===== config.mk =====
export PLATFORM = sky130hd
export DESIGN_NAME = wshb_arbiter_rr
export DESIGN_NICKNAME = d
export VERILOG_FILES = /design/src/rtl/wshb_arbiter_rr.sv
export SDC_FILE = /design/constraint.sdc
export NUM_CORES = 1
export LEC_CHECK = 0
export CAP_MARGIN = 20
export CORE_AREA = 2 2 118 120
export CTS_BUF_LIST = sky130_fd_sc_hd__clkbuf_8
export CTS_CLUSTER_SIZE = 20
export DETAILED_ROUTE_END_ITERATION = 10
export DIE_AREA = 0 0 120 122
export PLACE_DENSITY = 0.61
export SYNTH_ARGS = -nofsm -noshare
export SYNTH_HDL_FRONTEND = slang
export SYNTH_SLANG_ARGS = --single-unit

===== constraint.sdc =====
create_clock -name wshb_clk -period 2.21 [get_ports wshb_clk]
set_input_delay 0.3315 -clock wshb_clk [delete_from_list [all_inputs] [get_ports wshb_clk]]
set_output_delay 0.3315 -clock wshb_clk [all_outputs]
set_load 0.1 [all_outputs]

===== src/rtl/wshb_arbiter_rr.sv =====
// Round-robin Wishbone arbiter: NM masters share one slave port with registered ownership and a combinational mux.
// Define WSHB_ARB_QUOTA_EN to force a hand-off after QUOTA acks while another master is waiting.
module wshb_arbiter_rr #(
  parameter int NM     = 2,
  parameter int ADDR_W = 32,
  parameter int DATA_W = 32,
  parameter int QUOTA  = 64
) (
  input  logic                     wshb_clk,
  input  logic                     wshb_rst,
  input  logic [NM-1:0]            m_cyc,
  input  logic [NM-1:0]            m_stb,
  input  logic [NM-1:0]            m_we,
  input  logic [NM*ADDR_W-1:0]     m_adr,
  input  logic [NM*DATA_W-1:0]     m_dat_w,
  input  logic [NM*DATA_W/8-1:0]   m_sel,
  input  logic [NM*3-1:0]          m_cti,
  input  logic [NM*2-1:0]          m_bte,
  output logic [NM-1:0]            m_ack,
  output logic [NM-1:0]            m_err,
  output logic [DATA_W-1:0]        m_dat_r,
  output logic                     s_cyc,
  output logic                     s_stb,
  output logic                     s_we,
  output logic [ADDR_W-1:0]        s_adr,
  output logic [DATA_W-1:0]        s_dat_w,
  output logic [DATA_W/8-1:0]      s_sel,
  output logic [2:0]               s_cti,
  output logic [1:0]               s_bte,
  input  logic                     s_ack,
  input  logic                     s_err,
  input  logic [DATA_W-1:0]        s_dat_r,
  output logic [NM-1:0]            grant,
  output logic                     dbg_state
);

  localparam int OW = (NM > 1) ? $clog2(NM) : 1;
  localparam int SW = DATA_W / 8;

  typedef enum logic {IDLE = 1'b0, OWNED = 1'b1} state_t;

  state_t        state, state_nxt;
  logic [OW-1:0] owner, owner_nxt;
  logic [OW-1:0] last, last_nxt;
  logic [OW:0]   pick;

  // Returns {found, index} of the first requester after 'from', wrapping modulo NM.
  function automatic logic [OW:0] rr_pick(input logic [NM-1:0] req, input logic [OW-1:0] from);
    logic [OW:0]   res;
    logic [OW-1:0] sel;
    int            idx;
    res = '0;
    for (int i = NM; i >= 1; i--) begin
      idx = int'(from) + i;
      if (idx >= NM) idx = idx - NM;
      sel = OW'(idx);
      if (req[sel]) res = {1'b1, sel};
    end
    return res;
  endfunction

`ifdef WSHB_ARB_QUOTA_EN
  localparam int CW = $clog2(QUOTA + 1);
  logic [CW-1:0] ack_cnt, cnt_sum;
  logic          quota_hit;
  logic          owner_change;

  // Saturating count including the ack completing this cycle, so the hand-off lands on the QUOTA-th ack edge.
  always_comb begin
    cnt_sum = ack_cnt;
    if (s_cyc && s_ack && (ack_cnt != CW'(QUOTA))) cnt_sum = ack_cnt + CW'(1);
    quota_hit = (cnt_sum == CW'(QUOTA));
  end

  assign owner_change = (state != OWNED) || (state_nxt != OWNED) || (owner_nxt != owner);

  always_ff @(posedge wshb_clk or posedge wshb_rst) begin
    if (wshb_rst)          ack_cnt <= '0;
    else if (owner_change) ack_cnt <= '0;
    else                   ack_cnt <= cnt_sum;
  end
`endif

  always_ff @(posedge wshb_clk or posedge wshb_rst) begin
    if (wshb_rst) begin
      state <= IDLE;
      owner <= '0;
      last  <= OW'(NM - 1);
    end else begin
      state <= state_nxt;
      owner <= owner_nxt;
      last  <= last_nxt;
    end
  end

  always_comb begin
    state_nxt = state;
    owner_nxt = owner;
    last_nxt  = last;
    pick      = '0;
    case (state)
      IDLE: begin
        pick = rr_pick(m_cyc, last);
        if (pick[OW]) begin
          state_nxt = OWNED;
          owner_nxt = pick[OW-1:0];
          last_nxt  = pick[OW-1:0];
        end
      end
      OWNED: begin
        // Owner released: hand straight to the next requester, or go idle.
        if (!s_cyc) begin
          pick = rr_pick(m_cyc & ~grant, last);
          if (pick[OW]) begin
            owner_nxt = pick[OW-1:0];
            last_nxt  = pick[OW-1:0];
          end else begin
            state_nxt = IDLE;
          end
        end
`ifdef WSHB_ARB_QUOTA_EN
        else if (quota_hit && (|(m_cyc & ~grant))) begin
          pick      = rr_pick(m_cyc & ~grant, last);
          owner_nxt = pick[OW-1:0];
          last_nxt  = pick[OW-1:0];
        end
`endif
      end
      default: state_nxt = IDLE;
    endcase
  end

  // Wishbone handshake: a beat completes on the edge where s_cyc & s_stb & s_ack are all high;
  // the slave owns the ack timing and only the current owner ever sees ack/err.
  always_comb begin
    grant   = '0;
    s_we    = 1'b0;
    s_adr   = '0;
    s_dat_w = '0;
    s_sel   = '0;
    s_cti   = '0;
    s_bte   = '0;
    for (int i = 0; i < NM; i++) begin
      grant[i] = (state == OWNED) && (owner == OW'(i));
      if (grant[i]) begin
        s_we    = m_we[i];
        s_adr   = m_adr[i*ADDR_W +: ADDR_W];
        s_dat_w = m_dat_w[i*DATA_W +: DATA_W];
        s_sel   = m_sel[i*SW +: SW];
        s_cti   = m_cti[i*3 +: 3];
        s_bte   = m_bte[i*2 +: 2];
      end
    end
    s_cyc   = |(grant & m_cyc);
    s_stb   = s_cyc & (|(grant & m_stb));
    m_ack   = grant & {NM{s_ack}};
    m_err   = grant & {NM{s_err}};
    m_dat_r = s_dat_r;
  end

  assign dbg_state = (state == OWNED);

endmodule


==> results of run 1 <==
-- worst max-delay path, delay by kind of cell (launching register included) --
kind | cells | cell delay, ns
flops | 1 | 0.60
mux | 1 | 0.33
simple gates | 1 | 0.06
buf+inv | 2 | 0.49
-- cells in the mapped netlist --
cell and number:
nor2_1 76, buf_6 5, buf_12 7, a22oi_1 1
o21ai_0 1, and2_1 3, nand3b_1 1, a22o_1 1
mux2i_1 75, buf_4 32, or2_1 1, o22ai_1 1
inv_2 1, clkbuf_1 4, dfrtp_1 2, nand3_1 1
buf_2 1, a21oi_1 2, inv_1 2, dfstp_2 1
nand2_1 2, and3_1 3
-- cell families after synthesis --
kind of cell,Yosys count,synth area share (%)
DFF,3,4.54
and+or+nand+nor,87,20.8
AOI/OAI and AO/OA,6,2.23
muxes,75,44.6
buffers and inverters,52,27.8
-- how the worst max path moves through the flow --
stage,start,end,slack [ns]
2_1_floorplan,dbg_state$_DFF_PP0_,m_ack[0],-0.08
3_3_place_gp,owner$_DFFE_PP0P_,s_dat_w[19],0.29
4_1_cts,owner$_DFFE_PP0P_,s_dat_w[22],0.03
6_report,owner$_DFFE_PP0P_,s_dat_w[22],0.17
3_5_place_dp,owner$_DFFE_PP0P_,s_dat_w[22],0.27
5_1_grt,owner$_DFFE_PP0P_,s_dat_w[22],0.04
-- per-layer routing --
metal / track usage [%] / vias up / part of all wire, %
li1: - / 1128 / -
met1: 11.4 / 1090 / 33
met2: 23.0 / 127 / 57
met3: 2.29 / 26 / 7.5
met4: 4.56 / 0 / 2.5
met5: 0 / - / 0
-- cell type report --
class                           instances  area, µm²
Fill cell                            1301       8070
Timing Repair Buffer                  250       3380
Clock buffer                            3       41.3
Tap cell                              180        225
Sequential cell                         3       81.3
Clock inverter                          1       3.75
Multi-Input combinational cell        168       1690
Inverter                                3       16.3
-- sequential cells by signal (all words and copies together), names as in the netlist --
register and flops:
owner 1, last 1, dbg_state 1
-- timing repair --
action                     CTS  global route
setup endpoints to repair    0            15
hold endpoints to repair     0             0
hold buffers                 0             0
setup buffers                0             1
-- layout by cell type, fill, tap and decap left out --
| cell | synthesis | final |
|---|---|---|
| or2_1 | 1 | 1 |
| a22o_1 | 1 | 1 |
| o22ai_1 | 1 | 1 |
| nor2_4 | 0 | 71 |
| nand3b_1 | 1 | 1 |
| inv_1 | 2 | 3 |
| buf_4 | 32 | 5 |
| nand2_1 | 2 | 2 |
| a22oi_1 | 1 | 1 |
| and2_1 | 3 | 1 |
| and3_1 | 3 | 3 |
| a21oi_1 | 2 | 1 |
| dfrtp_2 | 0 | 1 |
| clkbuf_8 | 0 | 3 |
| mux2i_1 | 75 | 75 |
| inv_6 | 0 | 1 |
| nand3_1 | 1 | 1 |
| o21ai_0 | 1 | 1 |
| clkdlybuf4s50_1 | 0 | 155 |
| nor2_2 | 0 | 5 |
| a21oi_2 | 0 | 1 |
| buf_12 | 7 | 89 |
| and2_2 | 0 | 2 |
| dfstp_2 | 1 | 1 |
| buf_6 | 5 | 1 |
| dfrtp_4 | 0 | 1 |
-- power groups by stage --
stage | clock network, W | logic [W] | registers, W
after floorplan | 0 | 0.00223 | 0.0000825
after global placement | 0 | 0.00304 | 0.000109
after detailed placement | 0 | 0.00307 | 0.000111
after CTS | 0.000158 | 0.00307 | 0.000110
after global routing | 0.000168 | 0.00316 | 0.000105
final | 0.000154 | 0.00307 | 0.000101
-- metrics by stage --
| step | instances | worst slack [ns] | hold WS, ns | power (W) |
|---|---|---|---|---|
| after floorplan | 223 | -0.0766 | 0.0843 | 0.00231 |
| after global placement | 603 | 0.288 | 0.521 | 0.00315 |
| after detailed placement | 603 | 0.267 | 0.514 | 0.00318 |
| after CTS | 607 | 0.0320 | 0.284 | 0.00334 |
| after global routing | 608 | 0.0432 | 0.285 | 0.00343 |
| final | 608 | 0.169 | 0.281 | 0.00332 |
==> impl_metrics.ini, run 1 <==
[critical_path]
crit_chain = buf_4 > mux2i_1 > nor2_4 > buf_12
rrSetupSlack_ns = 0.99
arrival_ns = 1.71
critical_path_class = flop to primary output
timing.rr.start = dbg_state$_DFF_PP0_
crit_fanout = 14
slowest_stage = dfrtp_4
crit_path_start_kind = flop
cp-end-kind = primary output
max_stage_delay_ns = 0.60
r2r_cells = 3
required_ns = 1.88
reg2reg_to = last$_DFFE_PP1P_

[clock_tree]
ctsRootBufferMaster = clkbuf_8
clockBufferDepth = 2
clk_latency_ns = 0.21
clk_pin_slew_worst_paths_ns = 0.03
cts_resized = 0
cts_tree = yes
cts.sinks = 3
cts_inserted_buffers = 3
htree_levels = 1

[cells_and_area]
drive_above_1_share_pct = 42.3
area_growth_pct = 223
fin_util_pct = 40.3
fin_area_um2 = 5440
fin_nets = 617
diodes = 0

[logic_synthesis]
syn_nets = 411
synthCells = 223
synth_top_area_cell = mux2i_1
synth_area_per_cell_um2 = 7.54
synth-seq-cells = 3
synth_top_cell_area_share_pct = 44.6
netlist_area_um2 = 1680
ys_warn_count = 0
ys_types = 22
ys_seq_area_share_pct = 4.54
ys_top_cells_by_area = mux2i_1 45%, nor2_1 17%, buf_4 14%

[routing]
post_drt_via_cell_ratio = 3.90
vias = 2371
firstDrtPassIters = 4
drt_first_iter_violations = 43
wl_um = 8970
ant_nets = 0
post-route-drc-count = 0
wl_per_cell_um = 14.8

[power]
p_comb_share_pct = 92.3
p_leak_nw = 2.26
p_int_w = 0.00140
switchingPower_w = 0.00192
ir_drop_mv = 0.287
pwr-share-clk_pct = 4.6
sw_frac_of_total_pct = 58.0
power_density_nw_per_um2 = 610
pwr-share-seq_pct = 3.0

[global_route]
grt.overflow.total = 0
grt.total_usage_pct = 11.5
antenna_found_initial = 0
grt_max_degree = 29
grt_pass1_vias = 2559
grt_pass1_wl_um = 13200

[die]
start_util_pct = 12.5
dieArea_um2 = 14600
coreArea_um2 = 13500
std_cell_rows = 43
dieHeight_um = 122
ios = 303
die_w_um = 120

[timing]
post-route-period-util_pct = 92.4
hold_viol = 0
max-slew-margin-rel_pct = 73.0
fmax_mhz = 490
fin_crit_ns = 2.04
fin_tns_setup_ns = 0
slew_viol_final = 0
tightest_slew_ns = 0.405
rsz0062_at_grt = false
finalSetupViolations = 0
fin_worst_skew_ns = 0.000479

[outcome]
status = completed

[placed_design]
port_buffers = 238
dp_hpwl_um = 7770
gp_congestion = 0.850
placed_cell_area_um2 = 5380

[worst_hold_path]
hold_path.class = primary input to asynchronous set/reset pin

[flow_run]
drv_cap = 0
Power figures use the tool's default switching activity.
==> run 2: changes to the inputs <==
PLACE_DENSITY = 0.64   (was 0.61)
==> run 2 against run 1 <==
Die area unchanged. Combinational power about the same. Fmax shrank 1.7%. Sequential share of layout area hardly changed. Count of clock-buffer cells in the layout unchanged. Sequential cell count is the same. Clock skew grew 0.0017 ns. Sequential power rose by 5%. Total power is 0.52% lower. Largest power group unchanged.
==> impl_metrics.ini, run 2 (synthesis gave the netlist of run 1 again) <==
[placed_design]
port_buffers = 238
gp_congestion = 0.787
dp_hpwl_um = 7950
dpl_worst_slack_ns = 0.331
placed_cell_area_um2 = 5380

[timing]
max-slew-margin-rel_pct = 73.1
fin_tns_setup_ns = 0
whs_ns = 0.295
finalSetupViolations = 0
post-route-period-util_pct = 94.0
fmax_mhz = 482
fin_crit_ns = 2.08
fin_worst_skew_ns = 0.00222
tightest_slew_ns = 0.403
hold_viol = 0
worst_slack_ns = 0.134
rsz0062_at_grt = false
slew_viol_final = 0

[routing]
drt_first_iter_violations = 23
vias = 2343
wl_per_cell_um = 14.4
wl_um = 8760
firstDrtPassIters = 4
post_drt_via_cell_ratio = 3.85
post-route-drc-count = 0
ant_nets = 0

[worst_hold_path]
hold_path.class = primary input to asynchronous set/reset pin

[flow_run]
drv_cap = 0

[global_route]
grt.overflow.total = 0
grt.total_usage_pct = 11.4
grt_pass1_vias = 2473
grt_pass1_wl_um = 13100
grt_max_degree = 26
antenna_found_initial = 0

[power]
ir_drop_mv = 0.283
power_density_nw_per_um2 = 609
p_leak_nw = 2.26

[cells_and_area]
area_growth_pct = 222
layout_common_cells = 155 x clkdlybuf4s50_1, 88 x buf_12, 75 x mux2i_1, 71 x nor2_4, 7 x buf_4
fin_nets = 617
final_common_cell = clkdlybuf4s50_1
fin_util_pct = 40.2
drive_above_1_share_pct = 42.3
diodes = 0
fin_area_um2 = 5420

[clock_tree]
cts.sinks = 3
cts_setup_buffers = 0
clk_latency_ns = 0.21
clk_pin_slew_worst_paths_ns = 0.03
cts_resized = 0
cts_hold_buf = 0
clockBufferDepth = 2
cts_inserted_buffers = 3
htree_levels = 1
cts_tree = yes
ctsRootBufferMaster = clkbuf_8

[critical_path]
required_ns = 1.88
arrival_ns = 1.74
critical_path_class = flop to primary output
cp-end-kind = primary output
crit_path_start_kind = flop
crit_fanout = 25

[die]
dieHeight_um = 122
die_w_um = 120
ios = 303
coreArea_um2 = 13500
dieArea_um2 = 14600
start_util_pct = 12.5
std_cell_rows = 43

[outcome]
status = completed
run 2: cell counts in the layout (fill, tap and decap cells not counted):
Identical to the previous run, type by type.
run 2: worst paths after layout:
kind | end | cells after the start | from | slack (ns)
setup / recovery | s_adr[13] | 4 | owner$_DFFE_PP0P_ | 0.13
hold / removal | owner$_DFFE_PP0P_ | 2 | wshb_rst | 0.29
setup reg to reg | last$_DFFE_PP1P_ | 4 | dbg_state$_DFF_PP0_ | 0.92
hold reg to reg | last$_DFFE_PP1P_ | 2 | last$_DFFE_PP1P_ | 0.58
max in group asynchronous | last$_DFFE_PP1P_ | 2 | wshb_rst | 1.70
min in group wshb_clk | last$_DFFE_PP1P_ | 2 | last$_DFFE_PP1P_ | 0.58
run 2: final cells by class:
cell class,instances,area [µm²]
Clock buffer,3,41.3
Clock inverter,1,3.75
Fill cell,1314,8080
Inverter,3,16.3
Multi-Input combinational cell,168,1690
Sequential cell,3,81.3
Tap cell,180,225
Timing Repair Buffer,250,3370
run 2: routing by layer:
layer | share of wire (%) | GRT usage [%] | vias to the layer above | wire, µm
met2 | 57 | 22.8 | 129 | 4960
li1 | - | - | 1129 | -
met5 | 0 | 0 | - | 0
met4 | 1.7 | 3.75 | 0 | 146
met3 | 9.5 | 3.37 | 16 | 835
met1 | 32 | 11.0 | 1069 | 2820
run 2: power by group:
part,leakage (nW),switching (W),internal (W)
registers,0.0308,0.0000352,0.0000704
logic,2.20,0.00184,0.00120
clock network,0.0269,0.0000342,0.000118
total,2.26,0.00191,0.00139
run 2: critical path: stages, from the launching register on:
cell and delay [ns]:
dfrtp_4 0.67, buf_12 0.26, mux2i_1 0.33, nor2_4 0.08
buf_12 0.17
run 2: through the flow:
stage          power [W]  std cells
2_1_floorplan    0.00231        223
3_3_place_gp     0.00315        604
3_5_place_dp     0.00318        604
4_1_cts          0.00334        608
5_1_grt          0.00341        608
6_report         0.00330        608
